**config.mk**
```make
export PLATFORM = sky130hd
export DESIGN_NAME = qr_row_feeder_flat
export DESIGN_NICKNAME = d
export VERILOG_FILES = /design/src/rtl/qr_row_feeder_if.sv /design/src/rtl/qr_row_feeder.sv /design/src/flat_wrapper.sv
export SDC_FILE = /design/constraint.sdc
export NUM_CORES = 1
export LEC_CHECK = 0
export ABC_AREA = 1
export BUFFER_PORTS_ARGS = -buffer_cell sky130_fd_sc_hd__buf_2
export CAP_MARGIN = 30
export CELL_PAD_IN_SITES_DETAIL_PLACEMENT = 0
export CELL_PAD_IN_SITES_GLOBAL_PLACEMENT = 1
export CORE_ASPECT_RATIO = 1.2
export CORE_MARGIN = 2
export CORE_UTILIZATION = 41
export DETAILED_ROUTE_END_ITERATION = 8
export PLACE_DENSITY = 0.82
export SLEW_MARGIN = 20
export SYNTH_ARGS = -nofsm -noshare
export SYNTH_HDL_FRONTEND = slang
export SYNTH_SLANG_ARGS = --single-unit
```
**constraint.sdc**
```tcl
create_clock -name clk -period 2.5 [get_ports clk]
set_clock_uncertainty 0.2 [all_clocks]
set_input_delay 0.125 -clock clk [delete_from_list [all_inputs] [get_ports clk]]
set_output_delay 0.125 -clock clk [all_outputs]
set_load 0.02 [all_outputs]
```
**src/rtl/qr_row_feeder_if.sv**
```systemverilog
// ---------------------------------------------------------------------------
// qr_row_feeder_if
// Bundles the element input handshake and the packed-row output stream of
// qr_row_feeder.
//   in_data  : element a(r,c), signed fixed point, row-major order
//   in_valid : in_data valid
//   in_ready : feeder has a free write bank (handshake = in_valid & in_ready)
//   a_ij_o   : packed row, column 0 in the most significant slice
//   valid_o  : row valid (contiguous burst of NUM_ROWS rows)
//   frame_o  : one-cycle marker on the first row of each burst
// Modports:
//   master : the environment (element source and row consumer)
//   slave  : the feeder itself
// ---------------------------------------------------------------------------
interface qr_row_feeder_if #(
    parameter int DATA_WIDTH = 20,
    parameter int D_WIDTH    = 4
);
    logic [DATA_WIDTH-1:0]         in_data;
    logic                          in_valid;
    logic                          in_ready;
    logic [DATA_WIDTH*D_WIDTH-1:0] a_ij_o;
    logic                          valid_o;
    logic                          frame_o;

    modport master (
        output in_data,
        output in_valid,
        input  in_ready,
        input  a_ij_o,
        input  valid_o,
        input  frame_o
    );

    modport slave (
        input  in_data,
        input  in_valid,
        output in_ready,
        output a_ij_o,
        output valid_o,
        output frame_o
    );
endinterface

```
**src/rtl/qr_row_feeder.sv**
```systemverilog
// ---------------------------------------------------------------------------
// qr_row_feeder
// Collects matrix elements one at a time (row-major), assembles a
// NUM_ROWS x D_WIDTH matrix in one half of a ping-pong buffer, then streams
// it to QR_CORDIC one packed row per cycle, last row first, as an unbroken
// valid burst. The other half keeps accepting the next matrix meanwhile.
// Ports:
//   clk    : rising-edge clock
//   rst_n  : asynchronous active-low reset
//   flush  : synchronous clear of both banks, counters and the read FSM
//   bus    : qr_row_feeder_if.slave (element handshake + row stream)
// ---------------------------------------------------------------------------
module qr_row_feeder #(
    parameter int DATA_WIDTH = 20,
    parameter int D_WIDTH    = 4,
    parameter int NUM_ROWS   = 8,
    parameter int GAP_CYCLES = 1
) (
    input  logic          clk,
    input  logic          rst_n,
    input  logic          flush,
    qr_row_feeder_if.slave bus
);
    localparam int ROW_W  = (NUM_ROWS > 1) ? $clog2(NUM_ROWS) : 1;
    localparam int COL_W  = (D_WIDTH > 1) ? $clog2(D_WIDTH) : 1;
    localparam int ADDR_W = $clog2(2 * NUM_ROWS);
    localparam int GAP_W  = $clog2(GAP_CYCLES + 1);

    localparam logic [ROW_W-1:0] LAST_ROW = ROW_W'(NUM_ROWS - 1);
    localparam logic [COL_W-1:0] LAST_COL = COL_W'(D_WIDTH - 1);

    typedef enum logic [1:0] {
        IDLE,
        STREAM,
        GAP
    } state_t;

    // Bank b occupies RAM words b*NUM_ROWS .. b*NUM_ROWS+NUM_ROWS-1.
    function automatic logic [ADDR_W-1:0] bank_addr(input logic bank,
                                                     input logic [ROW_W-1:0] row);
        bank_addr = bank ? (ADDR_W'(NUM_ROWS) + ADDR_W'(row)) : ADDR_W'(row);
    endfunction

    // ------------------------------------------------------------------
    // Write side
    // ------------------------------------------------------------------
    logic             wr_bank_reg;
    logic [ROW_W-1:0] wr_row_reg;
    logic [COL_W-1:0] wr_col_reg;
    logic [1:0]       full_reg;
    logic [1:0]       full_next;
    logic             in_ready_w;
    logic             accept;
    logic             wr_done;
    logic [ADDR_W-1:0] wr_addr;

    assign in_ready_w   = ~full_reg[wr_bank_reg];
    assign bus.in_ready = in_ready_w;
    // flush wins over a handshake presented in the same cycle
    assign accept  = bus.in_valid & in_ready_w & ~flush;
    assign wr_done = accept && (wr_row_reg == LAST_ROW) && (wr_col_reg == LAST_COL);
    assign wr_addr = bank_addr(wr_bank_reg, wr_row_reg);

    always_ff @(posedge clk or negedge rst_n) begin
        if (!rst_n) begin
            wr_bank_reg <= 1'b0;
            wr_row_reg  <= '0;
            wr_col_reg  <= '0;
        end else if (flush) begin
            wr_bank_reg <= 1'b0;
            wr_row_reg  <= '0;
            wr_col_reg  <= '0;
        end else if (accept) begin
            if (wr_col_reg == LAST_COL) begin
                wr_col_reg <= '0;
                wr_row_reg <= (wr_row_reg == LAST_ROW) ? '0 : wr_row_reg + ROW_W'(1);
            end else begin
                wr_col_reg <= wr_col_reg + COL_W'(1);
            end
            if (wr_done) begin
                wr_bank_reg <= ~wr_bank_reg;
            end
        end
    end

    // ------------------------------------------------------------------
    // Read FSM
    // ------------------------------------------------------------------
    state_t           state_reg, state_next;
    logic [ROW_W-1:0] rd_row_reg, rd_row_next;
    logic [GAP_W-1:0] gap_cnt_reg, gap_cnt_next;
    logic             rd_bank_reg, rd_bank_next;
    logic             valid_reg, valid_next;
    logic             frame_reg, frame_next;
    logic             rd_free;
    logic [ADDR_W-1:0] rd_addr;

    // A filling bank and the bank being released are always different, so
    // both updates can land in the same cycle without interfering.
    genvar gi;
    generate
        for (gi = 0; gi < 2; gi++) begin : g_full
            assign full_next[gi] =
                (full_reg[gi] & ~(rd_free & (rd_bank_reg == 1'(gi)))) |
                (wr_done & (wr_bank_reg == 1'(gi)));
        end
    endgenerate

    always_ff @(posedge clk or negedge rst_n) begin
        if (!rst_n) begin
            full_reg <= '0;
        end else if (flush) begin
            full_reg <= '0;
        end else begin
            full_reg <= full_next;
        end
    end

    // The RAM address is chosen one cycle ahead so that the registered read
    // lines up with valid_reg.
    always_comb begin
        state_next   = state_reg;
        rd_row_next  = rd_row_reg;
        gap_cnt_next = gap_cnt_reg;
        rd_bank_next = rd_bank_reg;
        valid_next   = 1'b0;
        frame_next   = 1'b0;
        rd_free      = 1'b0;
        rd_addr      = bank_addr(rd_bank_reg, LAST_ROW);

        case (state_reg)
            IDLE: begin
                if (full_reg[rd_bank_reg]) begin
                    state_next  = STREAM;
                    rd_row_next = LAST_ROW;
                    valid_next  = 1'b1;
                    frame_next  = 1'b1;
                end
            end
            STREAM: begin
                if (rd_row_reg == '0) begin
                    rd_free      = 1'b1;
                    rd_bank_next = ~rd_bank_reg;
                    state_next   = GAP;
                    gap_cnt_next = GAP_W'(GAP_CYCLES - 1);
                end else begin
                    rd_row_next = rd_row_reg - ROW_W'(1);
                    valid_next  = 1'b1;
                    rd_addr     = bank_addr(rd_bank_reg, rd_row_reg - ROW_W'(1));
                end
            end
            GAP: begin
                if (gap_cnt_reg == '0) begin
                    // Go straight back into a burst if the other bank is ready.
                    if (full_reg[rd_bank_reg]) begin
                        state_next  = STREAM;
                        rd_row_next = LAST_ROW;
                        valid_next  = 1'b1;
                        frame_next  = 1'b1;
                    end else begin
                        state_next = IDLE;
                    end
                end else begin
                    gap_cnt_next = gap_cnt_reg - GAP_W'(1);
                end
            end
            default: begin
                state_next = IDLE;
            end
        endcase
    end

    always_ff @(posedge clk or negedge rst_n) begin
        if (!rst_n) begin
            state_reg   <= IDLE;
            rd_row_reg  <= '0;
            gap_cnt_reg <= '0;
            rd_bank_reg <= 1'b0;
            valid_reg   <= 1'b0;
            frame_reg   <= 1'b0;
        end else if (flush) begin
            state_reg   <= IDLE;
            rd_row_reg  <= '0;
            gap_cnt_reg <= '0;
            rd_bank_reg <= 1'b0;
            valid_reg   <= 1'b0;
            frame_reg   <= 1'b0;
        end else begin
            state_reg   <= state_next;
            rd_row_reg  <= rd_row_next;
            gap_cnt_reg <= gap_cnt_next;
            rd_bank_reg <= rd_bank_next;
            valid_reg   <= valid_next;
            frame_reg   <= frame_next;
        end
    end

    // ------------------------------------------------------------------
    // Storage: one RAM per column so a single element can be written while
    // a full packed row is read in one cycle.
    // ------------------------------------------------------------------
    logic [DATA_WIDTH*D_WIDTH-1:0] rd_row_data;

    generate
        for (gi = 0; gi < D_WIDTH; gi++) begin : g_col
            logic [DATA_WIDTH-1:0] col_mem [0:2*NUM_ROWS-1];
            logic [DATA_WIDTH-1:0] col_rd_reg;

            always_ff @(posedge clk) begin
                if (accept && (wr_col_reg == COL_W'(gi))) begin
                    col_mem[wr_addr] <= bus.in_data;
                end
                col_rd_reg <= col_mem[rd_addr];
            end

            // Column 0 lands in the most significant slice.
            assign rd_row_data[(D_WIDTH-gi)*DATA_WIDTH-1 -: DATA_WIDTH] = col_rd_reg;
        end
    endgenerate

    // The RAM output register has no reset; gating with valid keeps the bus
    // at zero between bursts and immediately after reset or flush.
    assign bus.a_ij_o  = valid_reg ? rd_row_data : '0;
    assign bus.valid_o = valid_reg;
    assign bus.frame_o = frame_reg;

endmodule

```
**src/flat_wrapper.sv**
```systemverilog
// flat-port wrapper written by rule: the top's interface ports become plain ports
module qr_row_feeder_flat 
#(
    parameter int DATA_WIDTH = 20,
    parameter int D_WIDTH    = 4,
    parameter int NUM_ROWS   = 8,
    parameter int GAP_CYCLES = 1
)
  (clk, rst_n, flush, bus_in_data, bus_in_valid, bus_in_ready, bus_a_ij_o, bus_valid_o, bus_frame_o);
  qr_row_feeder_if #(.DATA_WIDTH(DATA_WIDTH), .D_WIDTH(D_WIDTH)) bus_i ();
  input  logic clk;
  input  logic rst_n;
  input  logic flush;
  input wire logic [$bits(bus_i.in_data)-1:0] bus_in_data;
  input wire logic [$bits(bus_i.in_valid)-1:0] bus_in_valid;
  output wire logic [$bits(bus_i.in_ready)-1:0] bus_in_ready;
  output wire logic [$bits(bus_i.a_ij_o)-1:0] bus_a_ij_o;
  output wire logic [$bits(bus_i.valid_o)-1:0] bus_valid_o;
  output wire logic [$bits(bus_i.frame_o)-1:0] bus_frame_o;
  assign bus_i.in_data = bus_in_data;
  assign bus_i.in_valid = bus_in_valid;
  assign bus_in_ready = bus_i.in_ready;
  assign bus_a_ij_o = bus_i.a_ij_o;
  assign bus_valid_o = bus_i.valid_o;
  assign bus_frame_o = bus_i.frame_o;
  qr_row_feeder #(.DATA_WIDTH(DATA_WIDTH), .D_WIDTH(D_WIDTH), .NUM_ROWS(NUM_ROWS), .GAP_CYCLES(GAP_CYCLES)) u_core (.clk(clk), .rst_n(rst_n), .flush(flush), .bus(bus_i));
endmodule
```
# Word-level counts from Yosys, hierarchy flattened
# Memories as Yosys holds them, arrays and structs flattened. A register that Yosys moved wholly into a read port is not among the register bits.
# Cells that the tools add are included.
# totals
regBits,17
ram_bits,1280
inputBits,24
output_inout_bits,83
mem_count,4
# classes
n_addsub,6
order_cmp,2
n_eq_ne,10
n_mux,56
bitwise_logic,16
reduce_logical,22
# mem_list
memory,depth,width,read_ports,rd_clocked_by_memory_dff,write_ports,line,source
u_core.g_col[0].col_mem,16,20,1,1,1,qr_row_feeder.sv:206,logic [DATA_WIDTH-1:0] col_mem [0:2*NUM_ROWS-1];
u_core.g_col[1].col_mem,16,20,1,1,1,qr_row_feeder.sv:206,
u_core.g_col[2].col_mem,16,20,1,1,1,qr_row_feeder.sv:206,
u_core.g_col[3].col_mem,16,20,1,1,1,qr_row_feeder.sv:206,
# op_table
cell,count
2-to-1 mux 80 bit,1
2-to-1 mux 1 bit,29
2-to-1 mux 3 bit,8
2-to-1 mux 4 bit,5
2-to-1 mux 2 bit,8
nonzero test 2 bit,5
one-hot mux 3 bit (3 select lines),1
adder 4 x 3 -> 4 bit (first input constant),2
AND 1 bit,8
AND reduction 2 bit,4
== test 2 bit (second input constant),3
logical AND 1 bit,6
inequality test 3 x 2 -> 1 bit (second input constant),2
inequality test 3 bit (second input constant),2
NOT 1 bit,6
one-hot mux 2 bit (3 select lines),1
AND reduction 3 bit,2
== test 2 x 1 -> 1 bit (second input constant),2
zero test 2 bit,2
less-than comparator 1 x 2 -> 1 bit (second input constant),2
one-hot mux 1 bit (2 select lines),2
nonzero test 4 bit,1
adder 3 x 1 -> 3 bit (second input constant),1
== test 3 bit (second input constant),1
other kinds (7),8

# Longest topological paths before layout
# logic_depth
ltp_word,10
mapped_depth,13
depth_no_buf,11

# Worst setup path after synthesis
# Ideal clock, no wire load.
# synth_path
kind,register to register
from,register u_core.wr_bank_reg
to,memory u_core.g_col[3].col_mem[0][0] (enable)
setup_ps,397
arrival_time_ps,2395
setup_slack_ps,-492
path_stages_with_launch,7
path_buffers,1
cell_sequence,dfrtp_1 > o21ai_1 > nand3_1 > nor2_1 > inv_2 > clkbuf_1 > nor2_1
# synth_between
elab_chain_cells,8
word_cells_on_any_way,9
# synth_rtl
item,line,source
from (decl),qr_row_feeder.sv:47,logic wr_bank_reg;
from (signal assigned),qr_row_feeder.sv:81,wr_bank_reg <= ~wr_bank_reg;
2-to-1 mux 1 bit (not written as such) (2 in a row),qr_row_feeder.sv:57,assign in_ready_w = ~full_reg[wr_bank_reg];
NOT 1 bit,qr_row_feeder.sv:57,
named net bus_in_ready,flat_wrapper.sv:16,output wire logic [$bits(bus_i.in_ready)-1:0] bus_in_ready;
AND 1 bit (2 in a row),qr_row_feeder.sv:60,assign accept = bus.in_valid & in_ready_w & ~flush;
logical AND 1 bit,qr_row_feeder.sv:210,if (accept && (wr_col_reg == COL_W'(gi))) begin
2-to-1 mux 1 bit,qr_row_feeder.sv:210,
2-to-1 mux 1 bit (not written as such),qr_row_feeder.sv:211,col_mem[wr_addr] <= bus.in_data;
to (decl),qr_row_feeder.sv:206,
# The timed path passes the listed nets, and every way through them passes these cells. The select of a mux whose other input is x is not followed.

# Final worst setup path
# layout_path
from,register u_core.rd_row_reg[0]
to,"register u_core.g_col[3].col_rd_reg[5], read port of u_core.g_col[3].col_mem"
# layout_between
elab_chain_cells,5
word_cells_on_any_way,6
# layout_rtl
item,line,source
from (decl),qr_row_feeder.sv:90,"logic [ROW_W-1:0] rd_row_reg, rd_row_next;"
from (signal assigned),qr_row_feeder.sv:190,rd_row_reg <= rd_row_next;
subtractor 3 x 1 -> 3 bit,qr_row_feeder.sv:149,"rd_addr = bank_addr(rd_bank_reg, rd_row_reg - ROW_W'(1));"
adder 4 x 3 -> 4 bit,qr_row_feeder.sv:41,bank_addr = bank ? (ADDR_W'(NUM_ROWS) + ADDR_W'(row)) : ADDR_W'(row);
2-to-1 mux 4 bit,qr_row_feeder.sv:41,
2-to-1 mux 4 bit *,qr_row_feeder.sv:141,if (rd_row_reg == '0) begin
2-to-1 mux 4 bit *,qr_row_feeder.sv:131,case (state_reg)
to (decl),qr_row_feeder.sv:207,logic [DATA_WIDTH-1:0] col_rd_reg;
# Every way passes the cells marked *; elsewhere a longest branch is shown, timed or not.
# A chain may end at the register's enable or synchronous reset.

==> reports/summary.txt <==
Clock Latency Late Sink: 770 ps
First-pass GRT wire length: 233000 um
Hold/Removal Path Class: in2reg
WL final: 156000 um
Clk root buf: clkbuf_16
Status: finished, final reports clean
WP data arrival: 2850 ps
Pwr Total: 45200 uW
Die height: 417 um
DR pass1 iterations: 5
Seq/Total Area, Yosys: 0.693
Req. time, crit path: 2950 ps
Port Buffers: 106
CP Class: reg2reg
Layout area overhead: 16.8%
FP Rows: 151
Worst hold slack: 121 ps
Yosys cell types: 22
Starting Density: 0.413
Die area: 145000 um^2
Yosys reg bits: 1376
Placeable Area: 141000 um^2
GRT Overall Usage: 0.212
Mapped Cells: 5638
Die width: 348 um
Max Cap Violations: 0
Crit-path max FO: 37
Clock transition at path regs: 60 ps
Final Setup Violations: 0
Initial DRC count: 3563
Hold path startpoint: flush
Final worst-path cycle share: 0.960
CTS tree: done
Period minus WS final: 2400 ps
Vias in the first global route: 37837
Synthesized Nets: 5677
Nets: 5856
Hold EP: u_core.bus.valid_o
Final instance area: 68100 um^2
Vias: 39306
Fmax achieved: 417 MHz
Measured slew at the worst slew-check pin: 953 ps
R2R Path End: u_core.g_col[3].col_rd_reg[5]
FF-to-FF path depth: 12
DR WL/cell: 20.1 um
Hold Fails Final Rpt: 0
Post-synthesis instance area: 58300 um^2
Fraction of layout cells with a size suffix above 1: 0.101
Clock Sinks: 1376
Initial antenna violation count: 6
FF-to-FF Start: u_core.rd_row_reg[0]
Reg-to-reg slack, setup: 100 ps
CP Capture Type: register
Max VDD drop: 0.585 mV
Synth Warn #: 0
Max reg flops: 1280
Unrepaired setup endpoints after global routing: false
CTS Buffer Depth: 3
Drt via density: 5.06
Largest net degree at the start of global routing: 103
Critical path launch point type: register
Origin of the worst setup path: u_core.rd_row_reg[0]
PD cells: 664 nW/um^2
Slew headroom: 0.364
Total CTS buffers: 130
Half-perimeter wire length after placement: 87600 um
Drt drc: 0
Final ANT Viol Nets: 0
Total gr overflow: 0
Syn_area_per_cell: 10.3 um^2
Area after DPL: 63500 um^2
Max Transition Viols Final: 0
Leak: 0.0295 uW
Worst Hold Depth: 3
H-tree depth: 4
Worst setup margin: 99.9 ps
Post-place setup slack: -49.4 ps
Layout filler cell count: 12256
Gp weighted congestion: 0.804
# IOs: 107
-- through the flow --
step                TNS [ps]  cells  utilization
floorplan            -119560   5638            -
global placement           0   7490        0.450
detailed placement     -64.7   7490        0.450
CTS                        0   7755        0.481
global route               0   7763        0.483
finish                     0   7766        0.483
-- per-layer routing --
metal  share of wire  wire [um]  vias up  global-route usage
li1                -          -    18703                   -
met1            0.41      63700    19058               0.270
met2            0.50      77900     1299               0.368
met3           0.060       9440      240              0.0299
met4           0.032       5000        6              0.0758
met5         0.00026         40        -                   0
-- placed cells by master, fill, tap and decap left out, types with 2 or more instances in the layout --
cell type      Yosys  final
nand2_1         1315   1313
edfxtp_1        1280   1280
nand3_1          978    977
inv_1            818    818
nor2_1           714    650
clkbuf_16          0    136
buf_12             0    130
buf_2            147    106
buf_4              0     82
nand3b_1          80     80
dfxtp_1           80     80
nor2_2             0     51
clkbuf_1         124     34
clkinv_1           1     27
dlygate4sd3_1      0     24
clkinv_2           0     15
nor2_4             1     14
dfrtp_1           16     14
ha_1              15     13
o21ai_0           12     12
inv_6              0      9
clkbuf_8           0      9
bufinv_16          0      8
buf_16             0      8
diode_2            0      4
nand2_8            0      4
clkinv_8           0      4
buf_6              0      4
nand2_2            5      3
a21oi_1            3      3
inv_2              5      2
inv_8              0      2
clkinv_4           0      2
dfrtp_4            0      2
-- worst max path at each step --
stage | endpoint | slack, ps | depth (start not counted)
finish | u_core.g_col[3].col_rd_reg[5] | 100 | 12
floorplan | u_core.g_col[3].col_mem[10][0] | -150 | 6
global placement | u_core.g_col[3].col_rd_reg[15] | 20 | 12
CTS | u_core.g_col[3].col_rd_reg[17] | 9 | 12
detailed placement | u_core.g_col[0].col_rd_reg[10] | -50 | 10
global route | u_core.g_col[3].col_rd_reg[15] | 9 | 12
-- cells by family after synthesis --
kind of cell | count (synthesis) | share of synthesized area
AND/OR/NAND/NOR | 3094 | 0.226
adder cells (fa/ha/maj) | 15 | 0.00322
flip-flops | 1376 | 0.693
AO/OA/AOI/OAI | 18 | 0.00163
buffers and inverters | 1135 | 0.0762
-- timing repair --
item,4_1_cts,5_1_grt
hold buffers,24,0
pin swaps,0,1
gates cloned,0,3
buffers inserted,0,4
hold endpoints to repair,1158,0
gates resized for setup,4,17
endpoints found under the setup margin,10,59
-- power by group --
part	internal, uW	switching, uW	leakage [uW]
clock	10900	8480	0.00203
combinational	121	486	0.0150
sequential	25200	10.2	0.0124
total	36200	8970	0.0295
-- synth_stat cells (all sizes together) --
| library cell | n | area, um^2 |
|---|---|---|
| nor2 | 715 | 2690 |
| nor3 | 1 | 5.00 |
| dfrtp | 16 | 400 |
| nand2 | 1320 | 4970 |
| o31ai | 1 | 7.51 |
| o211ai | 1 | 7.51 |
| a21oi | 3 | 15.0 |
| dfxtp | 80 | 1600 |
| edfxtp | 1280 | 38400 |
| ha | 15 | 188 |
| clkbuf | 124 | 465 |
| clkinv | 1 | 3.75 |
| buf | 187 | 886 |
| inv | 823 | 3090 |
| o21ai | 13 | 65.1 |
| nand3 | 978 | 4890 |
| nand3b | 80 | 601 |
-- cell type report --
class | count | area, um^2 | share of cell area
inverter | 824 | 3110 | 0.0457
clock inverter | 65 | 582 | 0.00854
clock buffer | 176 | 3580 | 0.0525
sequential | 1376 | 40400 | 0.594
multi-input combinational | 3127 | 13800 | 0.202
timing repair buffer | 358 | 4340 | 0.0638
tap | 1836 | 2300 | 0.0337
antenna | 4 | 10.0 | 0.000147
-- critical path, cell delays in order (launching register included) --
cell,delay (ps)
dfrtp_1,390
inv_1,90
ha_2,250
nand2_8,120
nand2_2,140
nor2_4,70
buf_12,150
inv_8,140
buf_16,240
buf_4,190
nand3_1,70
nand3_1,100
nand2_1,60
No activity file was read; power rests on OpenSTA's default activity.
